$ cat src/rtl/slc3_mem_pkg.sv
// -----------------------------------------------------------------------------
// slc3_mem_pkg
// Shared definitions for the SLC-3 asynchronous SRAM access controller:
//   - mem_state_e     : controller FSM states
//   - IO_ADDR         : memory-mapped I/O word address (switches / hex display)
//   - DEF_WAIT_STATES : default read wait states (OE_N low before capture)
//   - DEF_WR_PULSE    : default write strobe width (WE_N low cycles)
//   - CNT_W           : width of the shared wait-state down-counter
//   - cnt_preload()   : converts a cycle count into the counter preload value
// -----------------------------------------------------------------------------
package slc3_mem_pkg;

  typedef enum logic [2:0] {
    IDLE,
    RD_WAIT,
    RD_DONE,
    WR_SETUP,
    WR_LOW,
    WR_HOLD,
    IO_RD,
    IO_WR
  } mem_state_e;

  localparam logic [15:0] IO_ADDR = 16'hFFFF;

  localparam int unsigned DEF_WAIT_STATES = 2;
  localparam int unsigned DEF_WR_PULSE    = 2;

  localparam int unsigned CNT_W = 4;

  // The counter is checked for zero on the edge that ends a timed phase, so a
  // phase lasting N cycles is preloaded with N-1.
  function automatic logic [CNT_W-1:0] cnt_preload(input int unsigned cycles);
    return CNT_W'(cycles - 1);
  endfunction

endpackage

$ cat src/rtl/sram_wait_cnt.sv
// -----------------------------------------------------------------------------
// sram_wait_cnt
// Loadable 4-bit down-counter with zero flag. Times both the read wait states
// and the write strobe width; the controller loads it when entering a timed
// phase and decrements it while in that phase. It saturates at zero.
//
// Ports:
//   Clk      in   clock, rising edge
//   Reset    in   asynchronous active-high reset (count -> 0)
//   load     in   load load_val on the next edge (has priority over dec)
//   load_val in   preload value
//   dec      in   decrement on the next edge when non-zero
//   zero     out  count is zero
// -----------------------------------------------------------------------------
module sram_wait_cnt
  import slc3_mem_pkg::*;
(
  input  logic             Clk,
  input  logic             Reset,
  input  logic             load,
  input  logic [CNT_W-1:0] load_val,
  input  logic             dec,
  output logic             zero
);

  logic [CNT_W-1:0] count;

  // NOTE: sequential state is written with non-blocking assignments so every
  // register samples values from before the edge, independent of block order.
  always_ff @(posedge Clk or posedge Reset) begin
    if (Reset) begin
      count <= '0;
    end else if (load) begin
      count <= load_val;
    end else if (dec && (count != '0)) begin
      count <= count - 1'b1;
    end
  end

  assign zero = (count == '0);

endmodule

$ cat src/rtl/mem_access_ctrl.sv
// -----------------------------------------------------------------------------
// mem_access_ctrl
// Memory access controller between the SLC-3 control unit and an asynchronous
// SRAM, with memory-mapped I/O at word address 16'hFFFF.
//
// Accesses (request sampled in IDLE; all strobes registered, active low):
//   SRAM read  : RD_WAIT (WAIT_STATES cycles, CE/OE low) -> RD_DONE (capture
//                already done, Mem_Ready) -> IDLE
//   SRAM write : WR_SETUP (data driven) -> WR_LOW (WR_PULSE cycles, WE low)
//                -> WR_HOLD (WE high, Mem_Ready) -> IDLE
//   I/O read   : IO_RD, one cycle, MDR_In <= Switches, Mem_Ready
//   I/O write  : IO_WR, one cycle, Mem_Ready, HEX_Data <= MDR_out
// A write request wins over a simultaneous read request. A request still high
// after Mem_Ready starts a new access after one IDLE cycle.
//
// Configuration macro: MEM_ACCESS_IO_HEX_EN
//   defined   : writes to 16'hFFFF load the HEX_Data display register
//   undefined : HEX_Data is constant 0 and writes to 16'hFFFF go to SRAM;
//               reads of 16'hFFFF always return Switches
//
// Parameters:
//   WAIT_STATES  read cycles with OE_N low before data capture (1..15)
//   WR_PULSE     cycles WE_N is held low per write (1..15)
//
// Ports:
//   Clk            in   clock, rising edge
//   Reset          in   asynchronous active-high reset
//   Mem_OE         in   read request (level, held until Mem_Ready)
//   Mem_WE         in   write request (level, held until Mem_Ready)
//   MAR            in   word address
//   MDR_out        in   write data
//   Switches       in   I/O read source
//   Mem_Ready      out  one-cycle completion pulse
//   MDR_In         out  registered read data
//   ADDR           out  SRAM address {4'h0, MAR}, latched per access
//   CE_N/OE_N/WE_N out  SRAM strobes
//   UB_N/LB_N      out  byte enables, follow CE_N
//   Data_to_SRAM   out  write data, latched per access
//   Data_OE        out  tri-state drive enable for Data_to_SRAM
//   Data_from_SRAM in   SRAM read data
//   HEX_Data       out  hex display register
// -----------------------------------------------------------------------------
module mem_access_ctrl
  import slc3_mem_pkg::*;
#(
  parameter int unsigned WAIT_STATES = DEF_WAIT_STATES,
  parameter int unsigned WR_PULSE    = DEF_WR_PULSE
) (
  input  logic        Clk,
  input  logic        Reset,
  input  logic        Mem_OE,
  input  logic        Mem_WE,
  input  logic [15:0] MAR,
  input  logic [15:0] MDR_out,
  input  logic [15:0] Switches,
  output logic        Mem_Ready,
  output logic [15:0] MDR_In,
  output logic [19:0] ADDR,
  output logic        CE_N,
  output logic        OE_N,
  output logic        WE_N,
  output logic        UB_N,
  output logic        LB_N,
  output logic [15:0] Data_to_SRAM,
  output logic        Data_OE,
  input  logic [15:0] Data_from_SRAM,
  output logic [15:0] HEX_Data
);

`ifdef MEM_ACCESS_IO_HEX_EN
  localparam bit IO_WR_EN = 1'b1;
`else
  localparam bit IO_WR_EN = 1'b0;
`endif

  localparam logic [CNT_W-1:0] RD_LOAD = cnt_preload(WAIT_STATES);
  localparam logic [CNT_W-1:0] WR_LOAD = cnt_preload(WR_PULSE);

  mem_state_e       state;
  logic             io_hit;
  logic             cnt_load;
  logic [CNT_W-1:0] cnt_val;
  logic             cnt_dec;
  logic             cnt_zero;

  assign io_hit = (MAR == IO_ADDR);

  // Counter control: preload on entry into RD_WAIT (from IDLE) and WR_LOW
  // (from WR_SETUP); count down while inside either timed phase.
  // NOTE: every signal written in always_comb gets a default first, so no
  // path can leave it unassigned and infer a latch.
  always_comb begin
    cnt_load = 1'b0;
    cnt_val  = RD_LOAD;
    case (state)
      IDLE: begin
        if (!Mem_WE && Mem_OE && !io_hit) begin
          cnt_load = 1'b1;
          cnt_val  = RD_LOAD;
        end
      end
      WR_SETUP: begin
        cnt_load = 1'b1;
        cnt_val  = WR_LOAD;
      end
      default: ;
    endcase
  end

  assign cnt_dec = (state == RD_WAIT) || (state == WR_LOW);

  sram_wait_cnt u_wait_cnt (
    .Clk      (Clk),
    .Reset    (Reset),
    .load     (cnt_load),
    .load_val (cnt_val),
    .dec      (cnt_dec),
    .zero     (cnt_zero)
  );

  // Controller FSM. Outputs are registered and set on the edge that enters the
  // state they belong to, so each strobe is glitch-free and aligned with the
  // state it describes.
  always_ff @(posedge Clk or posedge Reset) begin
    if (Reset) begin
      state        <= IDLE;
      Mem_Ready    <= 1'b0;
      MDR_In       <= '0;
      ADDR         <= '0;
      Data_to_SRAM <= '0;
      CE_N         <= 1'b1;
      OE_N         <= 1'b1;
      WE_N         <= 1'b1;
      UB_N         <= 1'b1;
      LB_N         <= 1'b1;
      Data_OE      <= 1'b0;
    end else begin
      Mem_Ready <= 1'b0;
      case (state)
        IDLE: begin
          // Address and write data are frozen here for the whole access.
          if (Mem_WE || Mem_OE) begin
            ADDR         <= {4'h0, MAR};
            Data_to_SRAM <= MDR_out;
          end
          if (Mem_WE && io_hit && IO_WR_EN) begin
            state     <= IO_WR;
            Mem_Ready <= 1'b1;
          end else if (Mem_WE) begin
            state   <= WR_SETUP;
            CE_N    <= 1'b0;
            UB_N    <= 1'b0;
            LB_N    <= 1'b0;
            Data_OE <= 1'b1;
          end else if (Mem_OE && io_hit) begin
            state     <= IO_RD;
            MDR_In    <= Switches;
            Mem_Ready <= 1'b1;
          end else if (Mem_OE) begin
            state <= RD_WAIT;
            CE_N  <= 1'b0;
            UB_N  <= 1'b0;
            LB_N  <= 1'b0;
            OE_N  <= 1'b0;
          end
        end

        RD_WAIT: begin
          // Capture on the edge ending the last wait state, so MDR_In is valid
          // in the same cycle Mem_Ready is high.
          if (cnt_zero) begin
            state     <= RD_DONE;
            MDR_In    <= Data_from_SRAM;
            Mem_Ready <= 1'b1;
          end
        end

        RD_DONE: begin
          state <= IDLE;
          CE_N  <= 1'b1;
          UB_N  <= 1'b1;
          LB_N  <= 1'b1;
          OE_N  <= 1'b1;
        end

        WR_SETUP: begin
          state <= WR_LOW;
          WE_N  <= 1'b0;
        end

        WR_LOW: begin
          if (cnt_zero) begin
            state     <= WR_HOLD;
            WE_N      <= 1'b1;
            Mem_Ready <= 1'b1;
          end
        end

        WR_HOLD: begin
          state   <= IDLE;
          CE_N    <= 1'b1;
          UB_N    <= 1'b1;
          LB_N    <= 1'b1;
          Data_OE <= 1'b0;
        end

        IO_RD,
        IO_WR: begin
          state <= IDLE;
        end

        default: begin
          state <= IDLE;
        end
      endcase
    end
  end

`ifdef MEM_ACCESS_IO_HEX_EN
  // Loaded on the edge entering IO_WR, i.e. visible while Mem_Ready is high.
  always_ff @(posedge Clk or posedge Reset) begin
    if (Reset) begin
      HEX_Data <= '0;
    end else if ((state == IDLE) && Mem_WE && io_hit) begin
      HEX_Data <= MDR_out;
    end
  end
`else
  assign HEX_Data = '0;
`endif

endmodule

$ cat config.mk
export PLATFORM = sky130hd
export DESIGN_NAME = mem_access_ctrl
export DESIGN_NICKNAME = d
export VERILOG_FILES = /design/src/rtl/slc3_mem_pkg.sv /design/src/rtl/sram_wait_cnt.sv /design/src/rtl/mem_access_ctrl.sv
export SDC_FILE = /design/constraint.sdc
export NUM_CORES = 1
export LEC_CHECK = 0
export ABC_AREA = 1
export CAP_MARGIN = 15
export CORE_MARGIN = 1.5
export CORE_UTILIZATION = 44
export DETAILED_ROUTE_END_ITERATION = 10
export MAX_ROUTING_LAYER = met4
export PLACE_DENSITY = 0.93
export SLEW_MARGIN = 20
export SYNTH_ARGS = -nofsm -noshare
export SYNTH_HDL_FRONTEND = slang
export SYNTH_SLANG_ARGS = --single-unit
export TNS_END_PERCENT = 30
$ cat constraint.sdc
create_clock -name Clk -period 3.8 [get_ports Clk]
set_clock_uncertainty 0.15 [all_clocks]
set_input_delay 0.38 -clock Clk [delete_from_list [all_inputs] [get_ports Clk]]
set_output_delay 0.38 -clock Clk [all_outputs]
set_load 0.05 [all_outputs]
After elaboration in Yosys (flattened, before gate mapping)
Cells that the tools add are included.
Operators by class
  add/sub/neg operators: 1
  eq/ne operators: 18
  mux-type cells: 28
  reduce and logical (&&, ||, !) cells: 27
Operators with widths (count)
  $mux W16: 3
  $pmux W16 S2: 1
  $eq A16 B16 Y1 const B: 1
  $mux W3: 5
  $pmux W3 S5: 1
  $ne A2 B2 Y1 const B: 7
  $eq A3 B3 Y1 const B: 4
  $pmux W1 S2: 6
  $reduce_bool A2 Y1: 6
  $mux W1: 10
  $mux W4: 2
  $reduce_and A4 Y1: 2
  $eq A3 B2 Y1 const B: 2
  $ne A3 B3 Y1 const B: 2
  $reduce_and A2 Y1: 3
  $reduce_and A3 Y1: 2
  $logic_and A1 B1 Y1: 4
  $logic_not A4 Y1: 1
  $ne A4 B4 Y1 const B: 1
  $reduce_bool A4 Y1: 1
  $reduce_or A2 Y1: 2
  $reduce_or A4 Y1: 1
  $sub A4 B1 Y4 const B: 1
  $eq A3 B1 Y1 const B: 1
  3 further kinds: 5
Word-level totals
  register bits after elaboration: 60
  bits of input ports: 68
  word-level logic and storage cells: 84

Depth between registers and ports, before layout
Gate-level depths: netlist (run 1).
  depth after elaboration: 6
  mapped depth: 10
  depth with buffers taken out: 9

Hierarchy
From an unflattened synthesis (run 1), not the netlist that was laid out.
Second synthesis, totals
  cell total of the unflattened synthesis: 396
  area total of the unflattened synthesis: 3032.9 µm²
Modules (own cells, without submodules)
  mem_access_ctrl: instances 1, cells each 349, area each 2733.9 µm², seq. area each 1405.1 µm²
  sram_wait_cnt: instances 1, cells each 47, area each 299.0 µm², seq. area each 100.1 µm²

Least setup slack after synthesis (run 1)
No wires, ideal clock.
  path type: flip-flop to flip-flop
  start point: register u_wait_cnt.count[0]
  end point: register MDR_In[0]
  library setup time: 0.119 ns
  data arrival time: 1.338 ns
  required time: 3.531 ns
  setup slack: 2.193 ns
  cell stages (with the launch flop): 11
  buffers on the path: 1
  clock period less this slack: 1.607 ns
  cell sequence: dfrtp_1 inv_1 ha_1 nand3_1 inv_1 nor2_2 nor2_4 nand2_4 buf_6 nand2_1 nand2_1
On the way
  longest elaborated chain between the ends: 3
Ends and longest elaborated chain
  start: declaration: line sram_wait_cnt.sv:26  | logic [CNT_W-1:0] count;
  start signal: assignment: line sram_wait_cnt.sv:34  | count <= load_val;
  start signal: assignment: line sram_wait_cnt.sv:36  | count <= count - 1'b1;
  $logic_not A4 Y1: line sram_wait_cnt.sv:40  | assign zero = (count == '0);
  $ne A2 B2 Y1 (no source line)
  $reduce_and A4 Y1 (no source line)
  end signal: assignment: line mem_access_ctrl.sv:157  | MDR_In <= Switches;
  end signal: assignment: line mem_access_ctrl.sv:173  | MDR_In <= Data_from_SRAM;
  end: declaration: line mem_access_ctrl.sv:57  | output logic [15:0] MDR_In,
Every way passes these cells.
A chain may end at the register's enable or synchronous reset.

Final worst setup path (run 1)
  start point: register LB_N
  end point: output LB_N
RTL lines
  start: declaration: line mem_access_ctrl.sv:63  | output logic LB_N,
  start signal: assignment: line mem_access_ctrl.sv:135  | LB_N <= 1'b1;
  start signal: assignment: line mem_access_ctrl.sv:153  | LB_N <= 1'b0;
  start signal: assignment: line mem_access_ctrl.sv:163  | LB_N <= 1'b0;
No word-level cell between the ends.

==> results.py, run 1 <==
metrics = {
    "timing": {
        "rsz0062_at_grt": "false",
        "worstMarginPinSlew_ns": 1.013,
        "setup_viol": 0,
        "report.final.slew_viol_count": 0,
        "setup_ws_ns": 1.578,
        "relSlewSlack_pct": 32.36,
        "timing.fmax_mhz": 450.0,
        "period_share_pct": 58.48,
        "whs_ns": 0.3303,
        "timing.final.hold_violations": 0,
        "period_needed_ns": 2.222,
        "tns_ns": 0,
    },
    "floorplan": {
        "core_sq_um": 6422,
        "die_area_sq_um": 7258,
        "start_util_pct": 46.29,
        "rows": 29,
        "die_h_um": 85.20,
        "fp.dieW_um": 85.20,
        "top_level_ports": 143,
    },
    "setup_path": {
        "worstPathMaxFanout": 4,
        "crit_type": "register to primary output",
        "slowest_delay_ns": 0.81,
        "crit_path_top_delay_cell": "clkdlybuf4s50_1",
        "path_cells": "clkdlybuf4s50_1",
        "critPathCaptureType": "primary output",
        "r2r_start": "state[0]",
        "crit_family": "buffers and inverters",
        "r2r_slack_ns": 1.68,
        "required_ns": 3.27,
        "startpoint_type": "register",
        "reg2reg_depth": 8,
        "arrival_ns": 1.69,
        "cp_num_buf_inv": 1,
        "worstReg2RegEnd": "LB_N",
    },
    "flow_run": {
        "cap_violations": 0,
    },
    "global_route": {
        "overflow": 0,
        "grt_max_degree": 38,
        "grt_pass1_vias": 2711,
        "antenna_found_initial": 0,
        "grt_pass1_wl_um": 11610,
        "track_usage_pct": 20.82,
    },
    "layout": {
        "area_growth_pct": 46.89,
        "fillers": 541,
        "fin_nets": 577,
        "drive_gt1_share_pct": 6.641,
        "ff_latch_area_sq_um": 1505,
        "multi_input_area_sq_um": 1172,
        "n_antenna_cell": 0,
    },
    "drt": {
        "viasPerCell": 4.705,
        "first_pass_iters": 9,
        "maxUsedRoutingLayer": "met4",
        "vias": 2771,
        "wl_per_cell_um": 11.88,
        "totalWireLength_um": 6996,
        "drt-met1-wl_um": 2837,
        "route.detailed.drc": 10,
        "met3_wirelength_um": 552,
        "dr_wl_met2_um": 3504,
        "drtIter0Drc": 116,
        "ant_nets": 0,
    },
    "power": {
        "power_density_nw_per_um2": 1010,
        "p_leak_nw": 2.228,
        "power_mw": 4.409,
        "peakVddDrop_mv": 0.4725,
    },
    "yosys": {
        "syn-instance-count": 387,
        "netlist_area_sq_um": 2973,
        "synth_area_leader_cell": "dfrtp_1",
        "yosys_warnings": 0,
        "ys_types": 23,
        "synthTopCellsByArea": "dfrtp_1, nand2_1, buf_4, inv_1, nand3_1",
        "synth-seq-area-share_pct": 50.63,
        "syn_avg_cell_area_sq_um": 7.682,
        "ys_ff_latch": 60,
        "synth_top_area_share_pct": 47.98,
    },
    "clock_network": {
        "cts_tree": "done",
        "htreeDepth": 3,
        "clock-sinks": 60,
        "clock_latency_ns": 0.32,
        "cts_hold_buf": 0,
        "cts.path.max_buffers": 2,
        "path_clk_slew_ns": 0.07,
        "ctsResizeCount": 0,
        "numCtsBuffers": 9,
        "post-cts-setup-buffer-count": 0,
        "root_buffer": "clkbuf_8",
    },
    "run_status": {
        "outcome": "finished, violations left",
        "violations": "DRC",
    },
    "placement": {
        "hpwl_um": 5430,
        "dp_worst_setup_slack_ns": 1.374,
        "port-buffer-count": 122,
        "place.gp.congestion": 0.9055,
    },
    "hold_path": {
        "holdPathEnd": "ADDR[2]",
        "min-delay-start": "ADDR[2]",
        "hold_depth": 2,
        "min_path_type": "register to register",
    },
}
==> per-stage QoR <==
stage               area [sq um]  std cells  util [%]
floorplan                   3044        406         -
global placement            4145        573     64.54
detailed placement          4145        573     64.54
CTS                         4367        589     67.99
global route                4367        589     67.99
finish                      4367        589     67.99
==> where the power goes <==
group	total, mW	internal [mW]	switching (mW)
Clock	0.603	0.373	0.230
Sequential	1.14	0.958	0.185
Combinational	2.66	0.821	1.84
==> cells by family (layout without fill, tap and decap cells) <==
| kind of cell | count (synthesis) | count (layout) | share of synthesized area [%] |
|---|---|---|---|
| other | 1 | 20 | 0.1261 |
| AOI/OAI and AO/OA | 24 | 24 | 4.125 |
| adders and majority gates | 2 | 2 | 0.8416 |
| and+or+nand+nor | 230 | 230 | 31.94 |
| DFF | 60 | 60 | 50.63 |
| buffers and inverters | 70 | 176 | 12.33 |
==> sequential cells by signal, indices dropped and copies added, names as in the netlist <==
signal / count
Mem_Ready: 1
OE_N: 1
ADDR: 16
u_wait_cnt.count: 4
Data_OE: 1
WE_N: 1
MDR_In: 16
LB_N: 1
Data_to_SRAM: 16
state: 3
==> metal layers <==
metal  GRT usage [%]  vias to the layer above
li1                -                     1373
met1           23.49                     1266
met2           36.22                      126
met3           3.307                        6
met4           9.538                        0
met5               -                        -
==> cells in the final DEF, fill, tap and decap left out, drive strengths merged, types with 3 or more instances in the layout <==
master | synthesis | layout
nor2 | 18 | 18
a21oi | 3 | 3
clkbuf | 4 | 13
dfrtp | 57 | 57
clkdlybuf4s50 | 0 | 122
inv | 36 | 36
dfstp | 3 | 3
nand2 | 184 | 184
o21ai | 20 | 20
conb | 1 | 20
nand3 | 22 | 22
nor3 | 5 | 5
==> area by class of cell <==
cell class              count  share of cell area (%)
repair buffers            124                   28.31
inverters                  36                   3.095
clock buffers              13                   4.097
well taps                  77                   2.206
clock inverters             3                  0.9742
multi-input cells         276                   26.85
flip-flops and latches     60                   34.47
==> cells in the mapped netlist <==
| library cell | n |
|---|---|
| o21a_1 | 1 |
| buf_4 | 24 |
| inv_2 | 3 |
| nor2_1 | 13 |
| nor3_1 | 5 |
| nor2_2 | 2 |
| nor2_4 | 3 |
| inv_1 | 33 |
| dfrtp_1 | 57 |
| dfstp_2 | 3 |
| nand3_1 | 21 |
| or2_2 | 1 |
| nand2_4 | 1 |
| a21oi_1 | 3 |
| conb_1 | 1 |
| o21ai_0 | 20 |
| nand2_2 | 1 |
| buf_2 | 5 |
| nand3_4 | 1 |
| ha_1 | 2 |
| nand2_1 | 182 |
| buf_6 | 1 |
| clkbuf_1 | 4 |
==> worst max-delay path by stage <==
stage	startpoint	to	slack [ns]	cells past startpoint
final	LB_N	LB_N	1.58	1
after global routing	state[0]	LB_N	1.47	8
after CTS	LB_N	LB_N	1.56	1
after detailed placement	MAR[13]	MDR_In[11]	1.37	10
after global placement	MAR[10]	MDR_In[1]	1.48	10
after floorplan	Reset	ADDR[0]	1.79	1
Note: power is estimated with default switching activity, not from simulation.
==> run 2: changes to the inputs <==
CORE_UTILIZATION = 37   (was 44)
PLACE_DENSITY = 0.84   (was 0.93)
clock period = 1.8 ns   (was 3.8 ns; I/O delays follow)
==> results.py, run 2 (synthesis gave the netlist of run 1 again) <==
metrics = {
    "global_route": {
        "track_usage_pct": 17.80,
        "overflow": 0,
        "grt_max_degree": 33,
        "antenna_found_initial": 0,
        "grt_pass1_wl_um": 11740,
        "grt_pass1_vias": 2733,
    },
    "floorplan": {
        "top_level_ports": 143,
        "die_h_um": 92.64,
        "die_area_sq_um": 8581,
        "start_util_pct": 38.27,
        "fp.dieW_um": 92.64,
        "core_sq_um": 7767,
        "rows": 32,
    },
    "setup_path": {
        "crit_type": "register to register",
        "startpoint_type": "register",
        "critPathCaptureType": "register",
        "required_ns": 1.91,
        "r2r_slack_ns": 0.16,
        "arrival_ns": 1.75,
        "worstPathMaxFanout": 16,
    },
    "clock_network": {
        "cts_hold_buf": 0,
        "cts.path.max_buffers": 2,
        "clock_latency_ns": 0.32,
        "numCtsBuffers": 9,
        "clock-sinks": 60,
        "cts_tree": "done",
        "path_clk_slew_ns": 0.07,
        "root_buffer": "clkbuf_8",
        "post-cts-setup-buffer-count": 0,
        "htreeDepth": 3,
    },
    "power": {
        "switching_share_pct": 51.72,
        "p_comb_share_pct": 61.0,
        "power_mw": 9.306,
        "seq_power_share_pct": 26.2,
        "power.clock.fraction_pct": 12.8,
        "p_sw_mw": 4.813,
        "internal-power_mw": 4.493,
        "p_leak_nw": 2.363,
        "power_density_nw_per_um2": 2113,
        "peakVddDrop_mv": 1.073,
    },
    "layout": {
        "n_antenna_cell": 0,
        "fillers": 714,
        "fin_nets": 588,
        "reg_top3": "ADDR x16, Data_to_SRAM x16, MDR_In x16",
        "ff_latch_area_sq_um": 1505,
        "layout_common_cells": "nand2_1, clkdlybuf4s50_1, buf_4",
        "final_common_cell": "nand2_1",
        "area_growth_pct": 48.15,
        "drive_gt1_share_pct": 18.55,
        "multi_input_area_sq_um": 1175,
    },
    "timing": {
        "tns_ns": 0,
        "period_share_pct": 91.03,
        "timing.final.hold_violations": 0,
        "period_needed_ns": 1.639,
        "setup_viol": 0,
        "report.final.slew_viol_count": 0,
        "timing.fmax_mhz": 610.3,
        "rsz0062_at_grt": "false",
    },
    "drt": {
        "first_pass_iters": 4,
        "route.detailed.drc": 0,
        "totalWireLength_um": 7074,
        "ant_nets": 0,
        "viasPerCell": 4.360,
        "wl_per_cell_um": 11.32,
        "drtIter0Drc": 103,
        "vias": 2725,
    },
    "placement": {
        "place.gp.congestion": 0.8052,
        "hpwl_um": 5622,
        "port-buffer-count": 122,
    },
    "flow_run": {
        "cap_violations": 0,
    },
    "run_status": {
        "outcome": "complete, no violations",
    },
    "hold_path": {
        "min_path_type": "input port to async pin",
    },
}
run 2: changes by cell type in the layout (fill, tap and decap cells not counted), moves of 2 or more:
cell and change:
buf_4 +56, clkdlybuf4s50_1 -55, buf_12 +5, dlygate4sd2_1 +3, buf_6 +2, clkbuf_8 -2
run 2: metal layers:
metal  routed length [um]  part of all wire (%)  vias up  GRT usage (%)
met2                 3473                    49      121          31.43
met5                    0                     0        -              -
li1                     -                     -     1395              -
met4                  108                   1.5        0          7.323
met3                  492                   7.0        9          2.874
met1                 3000                    42     1200          20.03
run 2: cell type report:
class	instances	area share, %
clock buffers	12	3.523
repair buffers	135	28.49
multi-input cells	276	26.68
well taps	102	2.898
flip-flops and latches	60	34.18
clock inverters	4	1.080
inverters	36	3.153
run 2: worst max-delay path: stages (launching register included):
cell and delay (ns):
dfrtp_1 0.39, inv_1 0.11, ha_1 0.16, nand3_1 0.11, inv_1 0.11, nor2_2 0.06
nor2_4 0.15, buf_6 0.18, nand3_1 0.09, nand2_1 0.07
run 2: power groups by stage:
stage                     combinational, mW  sequential (mW)  clock, mW
after floorplan                        2.09             4.33          0
after global placement                 5.57             2.43          0
after detailed placement               5.72             2.45          0
after CTS                              5.70             2.44       1.24
after global routing                   6.14             2.52       1.29
final                                  5.67             2.44       1.19
run 2: metrics by stage:
stage | hold WS, ns | cells | worst slack, ns | cell area, sq um | util (%)
final | 0.04830 | 625 | 0.1615 | 4404 | 56.70
after global routing | 0.04063 | 625 | 0.009038 | 4404 | 56.70
after CTS | 0.03815 | 625 | 0.1027 | 4394 | 56.57
after detailed placement | 0.3114 | 609 | -0.2177 | 4195 | 54.01
after global placement | 0.3076 | 609 | -0.1634 | 4195 | 54.01
after floorplan | 0.1348 | 406 | 0.1929 | 3048 | -
run 2: path summary, 6_finish.rpt:
path / from / to / cells past startpoint
worst max register to register: u_wait_cnt.count[0] / MDR_In[5] / 9
worst max-delay path: u_wait_cnt.count[0] / MDR_In[5] / 9
max in group asynchronous: Reset / ADDR[4] / 3
worst min-delay path: Reset / MDR_In[4] / 2
min in group Clk: MDR_out[6] / Data_to_SRAM[6] / 3
worst min register to register: MDR_In[1] / MDR_In[1] / 2
run 2: timing repair:
item / 4_1_cts / 5_1_grt
cloned: 0 / 0
setup endpoints to repair: 3 / 19
resized for setup: 3 / 3
